**config.mk**
```make
export PLATFORM = sky130hd
export DESIGN_NAME = dj8_cpu
export DESIGN_NICKNAME = d
export VERILOG_FILES = /design/src/rtl/dj8_pkg.sv /design/src/rtl/dj8_alu.sv /design/src/rtl/dj8_cpu.sv
export SDC_FILE = /design/constraint.sdc
export NUM_CORES = 1
export LEC_CHECK = 0
export ABC_AREA = 1
export BUFFER_PORTS_ARGS = -buffer_cell sky130_fd_sc_hd__buf_2
export CORE_UTILIZATION = 45
export CTS_BUF_LIST = sky130_fd_sc_hd__clkbuf_4 sky130_fd_sc_hd__clkbuf_8 sky130_fd_sc_hd__clkbuf_16
export CTS_CLUSTER_DIAMETER = 50
export DETAILED_ROUTE_END_ITERATION = 16
export SYNTH_ARGS = -nofsm -noshare
export SYNTH_HDL_FRONTEND = slang
export SYNTH_SLANG_ARGS = --single-unit
export TNS_END_PERCENT = 30
```
**constraint.sdc**
```tcl
create_clock -name clk -period 8.1 [get_ports clk]
set_clock_uncertainty 0.1 [all_clocks]
set_input_delay 0.81 -clock clk [delete_from_list [all_inputs] [get_ports clk]]
set_output_delay 0.81 -clock clk [all_outputs]
set_load 0.05 [all_outputs]
```
**src/rtl/dj8_pkg.sv**
```systemverilog
// dj8_pkg: shared types and constants for the dj8 8-bit accumulator CPU.
// Optional feature macro: DJ8_SHIFT_EN (register-form shift-right with carry).
package dj8_pkg;

    typedef enum logic [2:0] {
        ALU_ADD  = 3'd0,
        ALU_ADDC = 3'd1,
        ALU_SUBC = 3'd2,
        ALU_SUB  = 3'd3,
        ALU_XOR  = 3'd4,
        ALU_OR   = 3'd5,
        ALU_AND  = 3'd6,
        ALU_MOV  = 3'd7
    } alu_op_t;

    typedef enum logic [2:0] {
        CLS_NOP   = 3'd0,
        CLS_JCOND = 3'd1,
        CLS_JGH   = 3'd2,
        CLS_REG   = 3'd3,
        CLS_IMM   = 3'd4
    } ins_cls_t;

    typedef enum logic [1:0] {
        ST_FETCH_HI = 2'd0,
        ST_FETCH_LO = 2'd1,
        ST_EXEC     = 2'd2,
        ST_WRITE    = 2'd3
    } state_t;

    localparam logic [15:0] RESET_PC = 16'h8000;

    // IR[15:12] values for the immediate-target jump group
    localparam logic [3:0] JOP_JZ  = 4'd1;
    localparam logic [3:0] JOP_JNZ = 4'd2;
    localparam logic [3:0] JOP_JMP = 4'd3;

    // Instruction class from the top nibble of the opcode byte.
    function automatic ins_cls_t decode_class(input logic [3:0] top);
        ins_cls_t cls;
        case (top[3:2])
            2'b00:   cls = (top[1:0] == 2'b00) ? CLS_NOP : CLS_JCOND;
            2'b01:   cls = CLS_JGH;
            2'b10:   cls = CLS_REG;
            default: cls = CLS_IMM;
        endcase
        return cls;
    endfunction

endpackage

```
**src/rtl/dj8_alu.sv**
```systemverilog
// dj8_alu: combinational 8-bit ALU with optional logical shift-right of the result.
// With DJ8_SHIFT_EN undefined, i_shr is ignored.
module dj8_alu
    import dj8_pkg::*;
(
    input  logic [7:0] i_x,
    input  logic [7:0] i_y,
    input  logic       i_c_in,
    input  alu_op_t    i_op,
    input  logic       i_shr,
    output logic [7:0] o_result,
    output logic       o_c_out,
    output logic       o_z
);

    logic [8:0] w_sum;
    logic [7:0] w_pre;
    logic       w_c_pre;

`ifndef DJ8_SHIFT_EN
    logic w_unused_shr;
    assign w_unused_shr = i_shr;
`endif

    // Arithmetic/logic result, carry (add) or borrow (subtract), then optional shift.
    always_comb begin
        w_sum   = 9'd0;
        w_pre   = 8'd0;
        w_c_pre = i_c_in;
        case (i_op)
            ALU_ADD: begin
                w_sum   = {1'b0, i_x} + {1'b0, i_y};
                w_pre   = w_sum[7:0];
                w_c_pre = w_sum[8];
            end
            ALU_ADDC: begin
                w_sum   = {1'b0, i_x} + {1'b0, i_y} + {8'd0, i_c_in};
                w_pre   = w_sum[7:0];
                w_c_pre = w_sum[8];
            end
            ALU_SUBC: begin
                w_sum   = {1'b0, i_x} - {1'b0, i_y} - {8'd0, i_c_in};
                w_pre   = w_sum[7:0];
                w_c_pre = w_sum[8];
            end
            ALU_SUB: begin
                w_sum   = {1'b0, i_x} - {1'b0, i_y};
                w_pre   = w_sum[7:0];
                w_c_pre = w_sum[8];
            end
            ALU_XOR: w_pre = i_x ^ i_y;
            ALU_OR:  w_pre = i_x | i_y;
            ALU_AND: w_pre = i_x & i_y;
            default: w_pre = i_y;
        endcase

        o_result = w_pre;
        o_c_out  = w_c_pre;
`ifdef DJ8_SHIFT_EN
        if (i_shr) begin
            o_result = {1'b0, w_pre[7:1]};
            o_c_out  = w_pre[0];
        end
`endif
        o_z = (o_result == 8'd0);
    end

endmodule

```
**src/rtl/dj8_cpu.sv**
```systemverilog
// dj8_cpu: 8-bit accumulator CPU, registers A-H, 16-bit instructions,
// one shared address bus for fetch, load and store.
// Optional feature macro: DJ8_SHIFT_EN (IR[2] shift-right in register form).
//
// state       | meaning
// ------------+-------------------------------------------------------
// ST_FETCH_HI | address_out=PC, capture IR[15:8]
// ST_FETCH_LO | address_out=PC+1, capture IR[7:0], PC += 2
// ST_EXEC     | execute; load/store drive the pointer, store raises we
// ST_WRITE    | store data cycle: we=1, write_cycle=1, data_out=src
module dj8_cpu
    import dj8_pkg::*;
(
    input  logic        clk,
    input  logic        rst_n,
    input  logic [7:0]  data_in,
    output logic [15:0] address_out,
    output logic [7:0]  data_out,
    output logic        we,
    output logic        write_cycle
);

    state_t     r_state;
    state_t     w_state_nxt;
    logic [15:0] r_pc;
    logic [15:0] r_ir;
    logic [7:0]  r_regs [0:7];
    logic        r_z;
    logic        r_c;

    ins_cls_t    w_cls;
    alu_op_t     w_op;
    logic [2:0]  w_dst;
    logic [2:0]  w_src;
    logic [15:0] w_ptr;
    logic        w_is_reg;
    logic        w_is_mem;
    logic        w_store;
    logic        w_load;
    logic        w_alu_wr;
    logic        w_jump_taken;
    logic [3:0]  w_jop;

    logic [7:0]  w_alu_x;
    logic [7:0]  w_alu_y;
    logic        w_alu_shr;
    logic [7:0]  w_alu_result;
    logic        w_alu_c;
    logic        w_alu_z;

    logic        w_unused_ir3;
    assign w_unused_ir3 = r_ir[3];

    assign w_cls    = decode_class(r_ir[15:12]);
    assign w_op     = alu_op_t'(r_ir[13:11]);
    assign w_dst    = r_ir[10:8];
    assign w_src    = r_ir[7:5];
    assign w_ptr    = r_ir[4] ? {r_regs[4], r_regs[5]} : {r_regs[6], r_regs[7]};
    assign w_is_reg = (w_cls == CLS_REG);
    assign w_is_mem = w_is_reg && (w_op == ALU_MOV);
    // Store takes priority when both the load and store bits are set.
    assign w_store  = w_is_mem && r_ir[0];
    assign w_load   = w_is_mem && r_ir[1] && !r_ir[0];
    assign w_alu_wr = (w_is_reg && !w_store && !w_load) || (w_cls == CLS_IMM);
    assign w_jop    = r_ir[15:12];

    // Flags seen here are those left by the previous instruction.
    assign w_jump_taken = (w_cls == CLS_JCOND) &&
                          ((w_jop == JOP_JMP) ||
                           ((w_jop == JOP_JZ)  &&  r_z) ||
                           ((w_jop == JOP_JNZ) && !r_z));

    // Register form computes f(src, A), except MOV which passes src through.
    // Immediate form computes f(dst, imm); IR[2] is part of the immediate there.
    always_comb begin
        w_alu_x   = r_regs[w_dst];
        w_alu_y   = r_ir[7:0];
        w_alu_shr = 1'b0;
        if (w_is_reg) begin
            w_alu_x   = r_regs[w_src];
            w_alu_y   = (w_op == ALU_MOV) ? r_regs[w_src] : r_regs[0];
            w_alu_shr = r_ir[2];
        end
    end

    dj8_alu u_alu (
        .i_x      (w_alu_x),
        .i_y      (w_alu_y),
        .i_c_in   (r_c),
        .i_op     (w_op),
        .i_shr    (w_alu_shr),
        .o_result (w_alu_result),
        .o_c_out  (w_alu_c),
        .o_z      (w_alu_z)
    );

    // State register.
    always_ff @(posedge clk or negedge rst_n) begin
        if (!rst_n) r_state <= ST_FETCH_HI;
        else        r_state <= w_state_nxt;
    end

    // Next state and bus outputs; bus outputs are purely state-derived so
    // an asynchronous reset drops we at once.
    always_comb begin
        w_state_nxt = r_state;
        address_out = r_pc;
        data_out    = 8'd0;
        we          = 1'b0;
        write_cycle = 1'b0;
        case (r_state)
            ST_FETCH_HI: w_state_nxt = ST_FETCH_LO;
            ST_FETCH_LO: begin
                address_out = r_pc + 16'd1;
                w_state_nxt = ST_EXEC;
            end
            ST_EXEC: begin
                w_state_nxt = ST_FETCH_HI;
                if (w_store) begin
                    address_out = w_ptr;
                    we          = 1'b1;
                    w_state_nxt = ST_WRITE;
                end else if (w_load) begin
                    address_out = w_ptr;
                end
            end
            ST_WRITE: begin
                address_out = w_ptr;
                data_out    = w_alu_result;
                we          = 1'b1;
                write_cycle = 1'b1;
                w_state_nxt = ST_FETCH_HI;
            end
            default: w_state_nxt = ST_FETCH_HI;
        endcase
    end

    // Instruction capture and program counter; jumps keep PC[15:13].
    always_ff @(posedge clk or negedge rst_n) begin
        if (!rst_n) begin
            r_pc <= RESET_PC;
            r_ir <= 16'd0;
        end else begin
            case (r_state)
                ST_FETCH_HI: r_ir[15:8] <= data_in;
                ST_FETCH_LO: begin
                    r_ir[7:0] <= data_in;
                    r_pc      <= r_pc + 16'd2;
                end
                ST_EXEC: begin
                    if (w_jump_taken)
                        r_pc <= {r_pc[15:13], r_ir[11:0], 1'b0};
                    else if (w_cls == CLS_JGH)
                        r_pc <= {r_regs[6], r_regs[7]};
                end
                default: ;
            endcase
        end
    end

    // Register file and flags, all written at the end of EXEC.
    always_ff @(posedge clk or negedge rst_n) begin
        if (!rst_n) begin
            for (int i = 0; i < 8; i++) r_regs[i] <= 8'd0;
            r_z <= 1'b0;
            r_c <= 1'b0;
        end else if (r_state == ST_EXEC) begin
            if (w_load) begin
                r_regs[w_dst] <= data_in;
                r_z           <= (data_in == 8'd0);
            end else if (w_alu_wr) begin
                r_regs[w_dst] <= w_alu_result;
                r_z           <= w_alu_z;
                r_c           <= w_alu_c;
            end
        end
    end

endmodule

```
; Word level (Yosys, flattened, before mapping)
; Cells that the tools add are included.
[word_totals]
regBits = 100
wordCells = 116
[op_classes]
n_addsub = 6
bitwise = 6
n_mux = 34
eq_ne = 22
order_cmp = 3
n_reduce_logical = 30
[ops]
columns = op, n
row1 = bitwise mux 64 bit, 2
row2 = 2-to-1 mux 64 bit, 2
row3 = 2-to-1 mux 16 bit, 5
row4 = 2-to-1 mux 8 bit, 9
row5 = case mux 8 bit (7 select lines), 1
row6 = binary-select mux 8 bit (select 3 bit), 2
row7 = case mux 16 bit (3 select lines), 1
row8 = case mux 16 bit (2 select lines), 1
row9 = demux 8 bit (select 3 bit), 1
row10 = adder 16 x 1 -> 16 bit (second input constant), 1
row11 = adder 16 x 2 -> 16 bit (second input constant), 1
row12 = logical NOT 8 bit, 2
row13 = == test 3 bit (second input constant), 5
row14 = == test 3 x 2 -> 1 bit (second input constant), 4
row15 = logical AND 1 bit, 10
row16 = adder 8 x 8 -> 9 bit, 1
row17 = adder 9 x 1 -> 9 bit, 1
row18 = case mux 3 bit (3 select lines), 1
row19 = subtractor 8 x 8 -> 9 bit, 1
row20 = subtractor 9 x 1 -> 9 bit, 1
row21 = AND 8 bit, 1
row22 = == test 4 x 2 -> 1 bit (second input constant), 2
row23 = >= comparator 4 bit (second input constant), 2
row24 = inverter 3 -> 4 bit, 2
row25 = 24 further kinds, 42

; Longest topological paths before layout
[logic_depth]
ltp_word = 12
mapped_depth = 29
depth_no_buf = 26

; By module
; From an unflattened synthesis, not the netlist that was laid out.
[hier_totals]
hier_cells = 1592
hier_area_um2 = 9630.5
[by_module_without_submodules]
columns = module, area_each_um2, instances, seq_area_each_um2, cells_per_inst
row1 = dj8_cpu, 7591.0, 1, 2503.7, 1210
row2 = dj8_alu, 2039.5, 1, 0.0, 382

; Worst setup path after synthesis
; OpenSTA, ideal clock, no wires.
[synth_path]
path_kind = flip-flop to output port
start = register r_ir[14]
end = output data_out[6]
setup_slack_ps = 3370
arrival_time_ps = 3820
stages_incl_launch_ff = 22
cell_sequence = dfrtp_1 > inv_1 > ha_1 > inv_1 > buf_2 > buf_2 > o21ai_0 > inv_1 > a32oi_1 > inv_1 > fa_1 > ha_1 > inv_1 > nor2_1 > nand2_1 > nor2_1 > nand2_1 > nand2_1 > nand3_1 > nand3_1 > nand2_1 > nor2_1
[synth_between]
elab_chain_cells = 8
word_cells_on_any_way = 16
cone_classes = 4 x add/sub / 3 x eq/ne / 5 x mux / 3 x bitwise / 1 x reduce/logical
[synth_rtl]
columns = element, line_no
row1 = from (decl), dj8_cpu.sv:26  ; logic [15:0] r_ir;
row2 = from (signal assigned), dj8_cpu.sv:145  ; ST_FETCH_HI: r_ir[15:8] <= data_in;
row3 = "== test 2 bit, or another cell as far along", dj8_pkg.sv:41  ; case (top[3:2])
row4 = case mux 3 bit (3 select lines) *, dj8_pkg.sv:41
row5 = == test 3 x 2 -> 1 bit *, dj8_cpu.sv:59  ; assign w_is_reg = (w_cls == CLS_REG);
row6 = 2-to-1 mux 8 bit, dj8_cpu.sv:79  ; if (w_is_reg) begin
row7 = subtractor 8 x 8 -> 9 bit or adder 8 x 8 -> 9 bit (tied branches), n/a
row8 = subtractor 9 x 1 -> 9 bit or adder 9 x 1 -> 9 bit (tied branches), "dj8_alu.sv:42, dj8_alu.sv:37"
row9 = case mux 8 bit (7 select lines) *, dj8_alu.sv:30  ; case (i_op)
row10 = 2-to-1 mux 8 bit *, dj8_cpu.sv:111  ; case (r_state)
row11 = to (decl), dj8_cpu.sv:18  ; output logic [7:0] data_out,
; Every way passes the cells marked *; elsewhere a longest branch is shown, timed or not.

; Worst setup path in the final report
; Ends and elaborated chain as after synthesis.

==> metrics <==
horizontal die dimension=139 um; area of the placeable core=18200 um^2; Via Count=9088; CTS root buffer=clkbuf_16; detailed route wirelength on metal2=13.0 mm; number of nets in the synthesized netlist=1336; final core utilization=0.497; Worst Max-Slew Pin Slew=1.14 ns; number of sinks on the clock net=100; global-route wire length before repair=48.3 mm; synthesized flop and latch total=100; CTS HTree Levels=3; layout cells sized above 1=0.0788; time the worst path needs with I/O delays and setup=5.75 ns; number of vias per cell=5.97; synthesized area divided by synthesized cell count=6.60 um^2; length of routed wiring on met1=14.3 mm; number of max-cap violations=0; Post-CTS Repair Setup Buffers=0; CTS max path bufs=2; count of TritonRoute iterations in the first routing pass=6; worst hold path class=flop to flop; largest net degree at the start of global routing=52; largest fanout on the critical path=21; GPL Wtd Cong=1.01; Die Footprint=19400 um^2; ratio of final minimum period to clock period=0.710; maximum achievable frequency=174 MHz; worst setup path startpoint=r_ir[14]; Routed Wire Length=31.2 mm; DR WL/cell=20.5 um; Final Hold Viols=0; crit path kind=flop to output pin; cell-by-cell trace of the critical path=inv_1, ha_1, inv_1, o21ai_0, inv_1, a32oi_1, inv_1, fa_1, ha_1, inv_1, nor2_1, nand2_1, nor2_1, nand2_1, nand2_1, nand3_1, nand3_1, nand2_1, nor2_1, buf_2; count of mapped cells out of synthesis=1285; Routed met3 length=3.30 mm; post-detailed-route count of antenna-violating nets=0; hold wc startpoint=r_regs[25]; std cell rows=49; setup repair after global routing missed its margin=false; critical path endpoint category=output pin; most frequent cells in the layout=nand2_1, inv_1, nand3_1; origin of the critical flop-to-flop path=r_ir[14]; Nets=1340; starting density of the core=0.466; GRT Util Overall=0.326; yosys warns=0; I/O pin cnt=36; Arr. time, crit path=4.84 ns; total congestion overflow after global routing=0; number of buffers inserted by port buffering=35; CP Data Required Time=7.19 ns; cell mode on critical path=inv_1; Setup violations, final=0; post-synthesis instance area=8480 um^2; critical-path cell with the highest stage delay=fa_1; number of pins exceeding their max-slew limit in the final report=0; Num CTS Buffers=9; number of global-route vias before repair=8173; number of antenna cells inserted=0; setup TNS=0 ns; DIE HEIGHT=139 um; clock-pin slew on the worst setup and hold paths=0.07 ns; DRC violations left=0; Detailed Route Iter0 Violations=1127; status=finished clean; worst-skew pair later-pin latency=0.36 ns; count of cells resized by post-cts repair=0; sequential fraction of the synthesis area=0.295; delay of the slowest cell on the worst path=0.59 ns; number of antenna violations at the first check in global routing=0; startpoint type of the worst setup path=flop; DP HPWL=23.7 mm; CTS tree=yes; unique cell type count in the Yosys netlist=54; number of buffers inserted for hold repair after clock tree synthesis=0; leading cell type in the layout, fill and taps excluded=nand2_1; topmost layer with routed signal wires=met4; worst relative slew slack=0.232; Area growth, synth to finish=6.76%
==> per-layer routing <==
metal	GRT usage	vias up
met1	0.484	4228
li1	-	4311
met5	0	-
met4	0.0877	0
met2	0.472	495
met3	0.0733	54
==> worst paths after layout <==
check,endpoint,slack [ns],cells past startpoint
worst min-delay path,r_regs[25],0.39,2
max in group asynchronous,r_regs[7],6.35,2
worst max register to register,r_regs[2],3.05,19
worst min register to register,r_regs[25],0.39,2
min in group asynchronous,r_state[0],0.40,1
worst max-delay path,data_out[6],2.35,20
==> final cells by class <==
class / instances / area (um^2)
clock buffer: 9 / 225
clock inverter: 7 / 67.6
fill: 1930 / 9150
inverter: 194 / 733
multi-input combinational: 943 / 5020
sequential: 100 / 2500
tap: 229 / 287
timing repair buffer: 41 / 223
==> cells by family after synthesis <==
logic type                 share of synthesized area
DFF                                            0.295
AOI/OAI and AO/OA                              0.232
xor gates and xnor gates                     0.00619
buffers and inverters                          0.113
muxes                                        0.00236
and+or+nand+nor                                0.289
adders and majority gates                     0.0622
==> registers in the layout, indices dropped and copies added, names as in the netlist <==
signal,cells
r_c,1
r_z,1
r_regs,64
r_state,2
r_ir,16
r_pc,16
==> synthesized netlist by cell type (all sizes together) <==
library cell  count  share of area
dfrtp            99           0.29
o22ai            26          0.019
o32ai             3         0.0031
o21ai           158          0.095
o31ai             1        0.00089
a32oi             9         0.0093
nand4            10         0.0074
buf              29          0.019
o21bai            1        0.00089
nor2             95          0.053
a211oi            8         0.0071
a21o              2         0.0018
xnor2             1         0.0010
nor3             13         0.0094
mux2i             2         0.0024
ha               39          0.058
clkbuf           19         0.0084
clkinv            3         0.0013
or2               5         0.0037
a31oi             8         0.0059
o21a              2         0.0018
a21oi            67          0.040
nand3b            2         0.0018
o221ai            1         0.0010
nor4              2         0.0015
o211ai           19          0.017
a41oi             2         0.0021
a2111oi           1         0.0010
xor2              5         0.0052
fa                2         0.0047
a22oi             5         0.0044
nand2           324           0.15
inv             191          0.085
o2111ai           6         0.0062
dfstp             1         0.0031
a221oi           13          0.013
o311ai            2         0.0021
nand3           109          0.064
==> critical path, delay by kind of cell (launching register included) <==
kind	cells	cell delay (ns)
adders and majority gates	3	1.29
buffers and inverters	6	1.11
and+or+nand+nor	9	1.01
AOI/OAI and AO/OA	2	0.66
DFF	1	0.42
==> stage by stage <==
| stage | cell area (um^2) | hold WS, ns | setup slack, ns | std cells |
|---|---|---|---|---|
| 4_1_cts | 9060 | 0.400 | 2.45 | 1523 |
| 5_1_grt | 9060 | 0.418 | 2.00 | 1523 |
| 3_3_place_gp | 8760 | 0.377 | 2.96 | 1507 |
| 2_1_floorplan | 8480 | 0.359 | 3.37 | 1285 |
| 6_report | 9060 | 0.392 | 2.35 | 1523 |
| 3_5_place_dp | 8760 | 0.380 | 2.84 | 1507 |
Power is left out: the tool's default activity adds up to more than one toggle a clock period on the data nets, which glitch-free logic cannot reach.
